<file path="config.mk">
export PLATFORM = sky130hd
export DESIGN_NAME = ddr3_lane_delay_step_ctrl
export DESIGN_NICKNAME = d
export VERILOG_FILES = /design/src/rtl/ddr3_lane_delay_step_ctrl.sv
export SDC_FILE = /design/constraint.sdc
export NUM_CORES = 1
export LEC_CHECK = 0
export CAP_MARGIN = 20
export CORE_MARGIN = 5
export CORE_UTILIZATION = 39
export DETAILED_ROUTE_END_ITERATION = 8
export PLACE_DENSITY = 0.68
export SYNTH_ARGS = -nofsm -noshare
export SYNTH_HDL_FRONTEND = slang
export SYNTH_SLANG_ARGS = --single-unit
export TNS_END_PERCENT = 100
</file>
<file path="constraint.sdc">
create_clock -name i_fab_clk -period 6.9 [get_ports i_fab_clk]
set_input_delay 1.38 -clock i_fab_clk [delete_from_list [all_inputs] [get_ports i_fab_clk]]
set_output_delay 1.38 -clock i_fab_clk [all_outputs]
set_load 0.02 [all_outputs]
</file>
<file path="src/rtl/ddr3_lane_delay_step_ctrl.sv">
// rtl/ddr3_lane_delay_step_ctrl.sv - DQS delay-line load/move strobe sequencer with tap tracking
module ddr3_lane_delay_step_ctrl #(
  parameter int TAP_W         = 8,
  parameter int SETTLE_CYCLES = 4,
  parameter int RX_INIT_TAP   = 1,
  parameter int TX_INIT_TAP   = 1
) (
  input  logic             i_fab_clk,
  input  logic             i_reset_n,
  input  logic             i_cmd_valid,
  output logic             o_cmd_ready,
  input  logic [1:0]       i_cmd_op,
  input  logic             i_cmd_sel,
  input  logic [TAP_W-1:0] i_cmd_count,
  output logic             o_done,
  output logic             o_err,
  output logic [TAP_W-1:0] o_rx_tap,
  output logic [TAP_W-1:0] o_tx_tap,
  output logic             o_delay_line_sel,
  output logic             o_delay_line_direction,
  output logic             o_delay_line_load,
  output logic             o_delay_line_move,
  input  logic             i_rx_delay_line_out_of_range,
  input  logic             i_tx_delay_line_out_of_range
);

  typedef enum logic [2:0] {S_IDLE, S_SETUP, S_PULSE, S_SETTLE, S_CHECK} state_t;

  localparam logic [1:0]       OP_LOAD     = 2'b00;
  localparam logic [1:0]       OP_INC      = 2'b01;
  localparam logic [1:0]       OP_DEC      = 2'b10;
  localparam logic [1:0]       OP_RSV      = 2'b11;
  localparam logic [TAP_W-1:0] TAP_MAX     = '1;
  localparam logic [TAP_W-1:0] RX_INIT     = TAP_W'(RX_INIT_TAP);
  localparam logic [TAP_W-1:0] TX_INIT     = TAP_W'(TX_INIT_TAP);
  localparam logic [3:0]       SETTLE_LAST = 4'(SETTLE_CYCLES - 1);

  state_t           r_state, w_state_n;
  logic [1:0]       r_op, w_op_n;
  logic [TAP_W-1:0] r_rem, w_rem_n;
  logic [TAP_W-1:0] r_rx_tap, w_rx_tap_n;
  logic [TAP_W-1:0] r_tx_tap, w_tx_tap_n;
  logic [3:0]       r_cnt, w_cnt_n;
  logic             r_ready, w_ready_n;
  logic             r_done, w_done_n;
  logic             r_err, w_err_n;
  logic             r_sel, w_sel_n;
  logic             r_dir, w_dir_n;
  logic             r_load, w_load_n;
  logic             r_move, w_move_n;
  logic [TAP_W-1:0] w_in_tap;
  logic [TAP_W-1:0] w_cur_tap;
  logic             w_flag;

  function automatic logic step_blocked(input logic [1:0] op, input logic [TAP_W-1:0] tap);
    return (op == OP_INC && tap == TAP_MAX) || (op == OP_DEC && tap == '0);
  endfunction

  assign w_in_tap  = i_cmd_sel ? r_tx_tap : r_rx_tap;
  assign w_cur_tap = r_sel ? r_tx_tap : r_rx_tap;
  assign w_flag    = r_sel ? i_tx_delay_line_out_of_range : i_rx_delay_line_out_of_range;

  // Done/err are decided one edge early so they are visible in the SETUP/CHECK cycle itself.
  always_comb begin
    w_state_n  = r_state;
    w_op_n     = r_op;
    w_rem_n    = r_rem;
    w_rx_tap_n = r_rx_tap;
    w_tx_tap_n = r_tx_tap;
    w_cnt_n    = r_cnt;
    w_ready_n  = r_ready;
    w_done_n   = 1'b0;
    w_err_n    = 1'b0;
    w_sel_n    = r_sel;
    w_dir_n    = r_dir;
    w_load_n   = 1'b0;
    w_move_n   = 1'b0;
    unique case (r_state)
      S_IDLE: begin
        if (i_cmd_valid && r_ready) begin
          w_state_n = S_SETUP;
          w_ready_n = 1'b0;
          w_op_n    = i_cmd_op;
          w_sel_n   = i_cmd_sel;
          w_dir_n   = (i_cmd_op == OP_INC);
          w_rem_n   = (i_cmd_op == OP_LOAD) ? TAP_W'(1) : i_cmd_count;
          if (i_cmd_op == OP_RSV)
            w_err_n = 1'b1;
          else if (i_cmd_op != OP_LOAD && i_cmd_count == '0)
            w_done_n = 1'b1;
          else if (step_blocked(i_cmd_op, w_in_tap))
            w_err_n = 1'b1;
        end
      end
      S_SETUP, S_CHECK: begin
        if (r_done || r_err) begin
          w_state_n = S_IDLE;
          w_ready_n = 1'b1;
        end else begin
          w_state_n = S_PULSE;
          w_load_n  = (r_op == OP_LOAD);
          w_move_n  = (r_op != OP_LOAD);
        end
      end
      S_PULSE: begin
        w_state_n = S_SETTLE;
        w_cnt_n   = '0;
        w_rem_n   = r_rem - TAP_W'(1);
        unique case (r_op)
          OP_INC:  if (r_sel) w_tx_tap_n = r_tx_tap + TAP_W'(1); else w_rx_tap_n = r_rx_tap + TAP_W'(1);
          OP_DEC:  if (r_sel) w_tx_tap_n = r_tx_tap - TAP_W'(1); else w_rx_tap_n = r_rx_tap - TAP_W'(1);
          default: if (r_sel) w_tx_tap_n = TX_INIT;              else w_rx_tap_n = RX_INIT;
        endcase
      end
      S_SETTLE: begin
        if (r_cnt == SETTLE_LAST) begin
          w_state_n = S_CHECK;
          if (w_flag)
            w_err_n = 1'b1;
          else if (r_rem == '0)
            w_done_n = 1'b1;
          else if (step_blocked(r_op, w_cur_tap))
            w_err_n = 1'b1;
        end else begin
          w_cnt_n = r_cnt + 4'd1;
        end
      end
      default: w_state_n = S_IDLE;
    endcase
  end

  always_ff @(posedge i_fab_clk or negedge i_reset_n) begin
    if (!i_reset_n) begin
      r_state  <= S_IDLE;
      r_op     <= OP_LOAD;
      r_rem    <= '0;
      r_rx_tap <= RX_INIT;
      r_tx_tap <= TX_INIT;
      r_cnt    <= '0;
      r_ready  <= 1'b1;
      r_done   <= 1'b0;
      r_err    <= 1'b0;
      r_sel    <= 1'b0;
      r_dir    <= 1'b0;
      r_load   <= 1'b0;
      r_move   <= 1'b0;
    end else begin
      r_state  <= w_state_n;
      r_op     <= w_op_n;
      r_rem    <= w_rem_n;
      r_rx_tap <= w_rx_tap_n;
      r_tx_tap <= w_tx_tap_n;
      r_cnt    <= w_cnt_n;
      r_ready  <= w_ready_n;
      r_done   <= w_done_n;
      r_err    <= w_err_n;
      r_sel    <= w_sel_n;
      r_dir    <= w_dir_n;
      r_load   <= w_load_n;
      r_move   <= w_move_n;
    end
  end

  assign o_cmd_ready            = r_ready;
  assign o_done                 = r_done;
  assign o_err                  = r_err;
  assign o_rx_tap               = r_rx_tap;
  assign o_tx_tap               = r_tx_tap;
  assign o_delay_line_sel       = r_sel;
  assign o_delay_line_direction = r_dir;
  assign o_delay_line_load      = r_load;
  assign o_delay_line_move      = r_move;

endmodule

</file>
==> run_results.csv <==
group,metric,value,unit
sta,timing.fmax,342,MHz
sta,drv_slew,0,
final_layout,nNetsFinal,365,
hold_path,hp-class,"flop to flop",
yosys,synth.largest_area_cell,"dfrtp_1",
yosys,ys_seq_elements,40,
power_and_ir_drop,power.total,0.00134,W
clock_tree,ctsResizeCount,0,
routing,vias,2293,
yosys,postSynthCellCount,295,
flow_run,maxCapViolCount,0,
routing,wl_met2,2.81,mm
final_layout,drive_above_1_share,6.97,%
place,gp_congestion,0.823,
sta,fin_skew,0.00651,ns
worst_setup_path,crit_buf_inv,1,
routing,dr.pass1.iters,4,
final_layout,fin_area,3190,sq um
yosys,synth_seq_area_share,38.1,%
global_routing,grt_max_degree,41,
power_and_ir_drop,p_leak,1.41,nW
global_routing,grt_pass1_wl,10.7,mm
worst_setup_path,crit_slowest_cell,"clkdlybuf4s50_1",
final_layout,stdcell_count,410,
clock_tree,cts_hold_buf,0,
place,portBuffers,38,
place,dp.cells,402,
sta,worst_pin_slew,0.886,ns
worst_setup_path,cp_max_fo,7,
clock_tree,tritoncts,"built",
yosys,yosys-top-cells-count,"37 x dfrtp_1, 37 x nand2_1, 23 x a21oi_1",
sta,setup_tns,0,ns
sta,period_share,42.4,%
floorplanning,core_area,6680,sq um
clock_tree,cts_made_buffers,5,
yosys,ys.flop_type,"dfrtp_1",
yosys,ys_warn_count,0,
worst_setup_path,crit_required,5.52,ns
routing,dr.max_layer_used,"met4",
worst_setup_path,crit_type,"flop to primary output",
yosys,synth.distinct_cells,57,
clock_tree,insertion_delay,0.30,ns
final_layout,area_growth,21.1,%
floorplanning,die_area,8500,sq um
floorplanning,num_rows,30,
worst_setup_path,crit_path_end_kind,"primary output",
global_routing,grt_pass1_vias,2242,
yosys,ys_top_cells_by_area,"dfrtp_1 35%, ha_1 8.5%, nand2_1 5.3%",
power_and_ir_drop,ir_drop,0.184,mV
routing,route.met3.wl,319,um
run_status,outcome,"finished, final reports clean",
clock_tree,cts_root_buf,"clkbuf_8",
worst_setup_path,critPathMaxStageDelay,0.63,ns
floorplanning,io_pins,39,
power_and_ir_drop,power_density,419,nW/um^2
worst_setup_path,crit_arrival,1.55,ns
global_routing,antenna_found_initial,0,
clock_tree,clock_path_buffers,2,
sta,relSlewSlack,41.0,%
final_layout,fin_util,47.8,%
routing,wire_per_inst,15.1,um
routing,avgViaCountPerCell,5.59,
clock_tree,postCtsSetupBuffers,0,
clock_tree,ctsHtreeMaxLevel,2,
yosys,syn_avg_cell_area,8.94,sq um
sta,rsz0062_at_grt,"no",
sta,finalSetupViolations,0,
routing,drc,0,
routing,drt_wl_total,6.17,mm
yosys,synth_top_area_share,35.1,%
yosys,async_reset_ff_share,100,%
worst_setup_path,setup.worst_path.start_class,"flop",
place,place_area,3060,sq um
yosys,netlist_area,2640,sq um
sta,period_needed,2.93,ns
yosys,synth-edff-count,0,
routing,drtIter0Drc,98,
floorplanning,die_w,92.2,um
floorplanning,die_h,92.2,um
routing,drt-met1-wl,2.94,mm
yosys,syn_nets,331,
global_routing,gr-total-overflow,0,
global_routing,grt_use_total,15.6,%
floorplanning,initial_utilization,39.5,%
place,dpl.hpwl,4.46,mm
clock_tree,clk_pin_slew,0.08,ns
sta,hold_violations,0,
routing,ant_nets,0,
worst_setup_path,cp_cell_sequence,"clkdlybuf4s50_1",
final_layout,diodes,0,
clock_tree,cts_sinks,40,
worst_setup_path,critical_path.top_delay_family,"buffers and inverters",
cells by family after synthesis:
group                    count (synthesis)  synth area share (%)
adder cells (fa/ha/maj)                 20                  10.1
flip-flops                              40                  38.1
XOR/XNOR                                10                  3.32
multiplexers                             3                  1.23
AND/OR/NAND/NOR                        121                  23.4
AO/OA/AOI/OAI                           78                  20.1
buffers and inverters                   23                  3.84
final cells by class:
| type | instances | area (sq um) |
|---|---|---|
| repair buffers | 39 | 383 |
| clock inverters | 2 | 60.1 |
| well taps | 80 | 100 |
| fillers | 636 | 3490 |
| flip-flops and latches | 40 | 1000 |
| clock buffers | 6 | 72.6 |
| inverters | 11 | 41.3 |
| multi-input cells | 232 | 1530 |
registers in the layout, summed over array words and instances, names as in the netlist:
name	count
r_rem	8
o_cmd_ready	1
o_delay_line_sel	1
o_delay_line_load	1
o_err	1
o_tx_tap	8
o_delay_line_direction	1
o_done	1
r_op	2
o_delay_line_move	1
r_cnt	4
o_rx_tap	8
r_state	3
final timing paths:
path / startpoint / endpoint / slack, ns / cells past startpoint
max in group asynchronous: i_reset_n / r_rem[2] / 5.14 / 1
worst max register to register: r_op[0] / o_rx_tap[7] / 4.04 / 8
worst min register to register: o_delay_line_direction / o_delay_line_direction / 0.47 / 2
worst min-delay path: o_delay_line_direction / o_delay_line_direction / 0.47 / 2
min in group asynchronous: i_reset_n / r_cnt[1] / 1.20 / 1
worst max-delay path: o_tx_tap[0] / o_tx_tap[0] / 3.97 / 1
cells in the final DEF, fill, tap and decap left out, drive strengths merged, types with 2 or more instances in the layout:
master,instances
dfrtp,37
nor3b,2
fa,2
or4,3
nor2,22
nand3b,2
o2111ai,2
dfstp,3
xor2,7
a31oi,4
nand3,17
ha,18
o21ai,15
bufinv,2
clkdlybuf4s50,37
and2,2
o211ai,5
a21oi,23
mux2,2
or2,2
nand2b,2
nand2,38
a32o,2
nor3,8
inv,11
clkbuf,6
buf,2
a21o,3
nor4,7
and3,6
a22o,9
xnor2,3
o311ai,4
nand4,6
metal layers:
metal / vias up / track usage, %
met3: 9 / 3.53
met4: 0 / 4.58
li1: 1156 / -
met1: 1080 / 21.5
met2: 48 / 24.6
met5: - / 0
report_power, final:
group | switching, W | total (W) | internal (W)
combinational | 0.000354 | 0.000659 | 0.000305
clock | 0.0000838 | 0.000228 | 0.000145
sequential | 0.000127 | 0.000451 | 0.000324
total | 0.000564 | 0.00134 | 0.000774
stage by stage:
stage / hold WS, ns / setup slack, ns
2_1_floorplan: 0.438 / 4.35
3_3_place_gp: 0.456 / 3.73
3_5_place_dp: 0.457 / 3.72
4_1_cts: 0.474 / 3.97
5_1_grt: 0.511 / 3.83
6_report: 0.470 / 3.97
(Power assumes the default switching activity.)
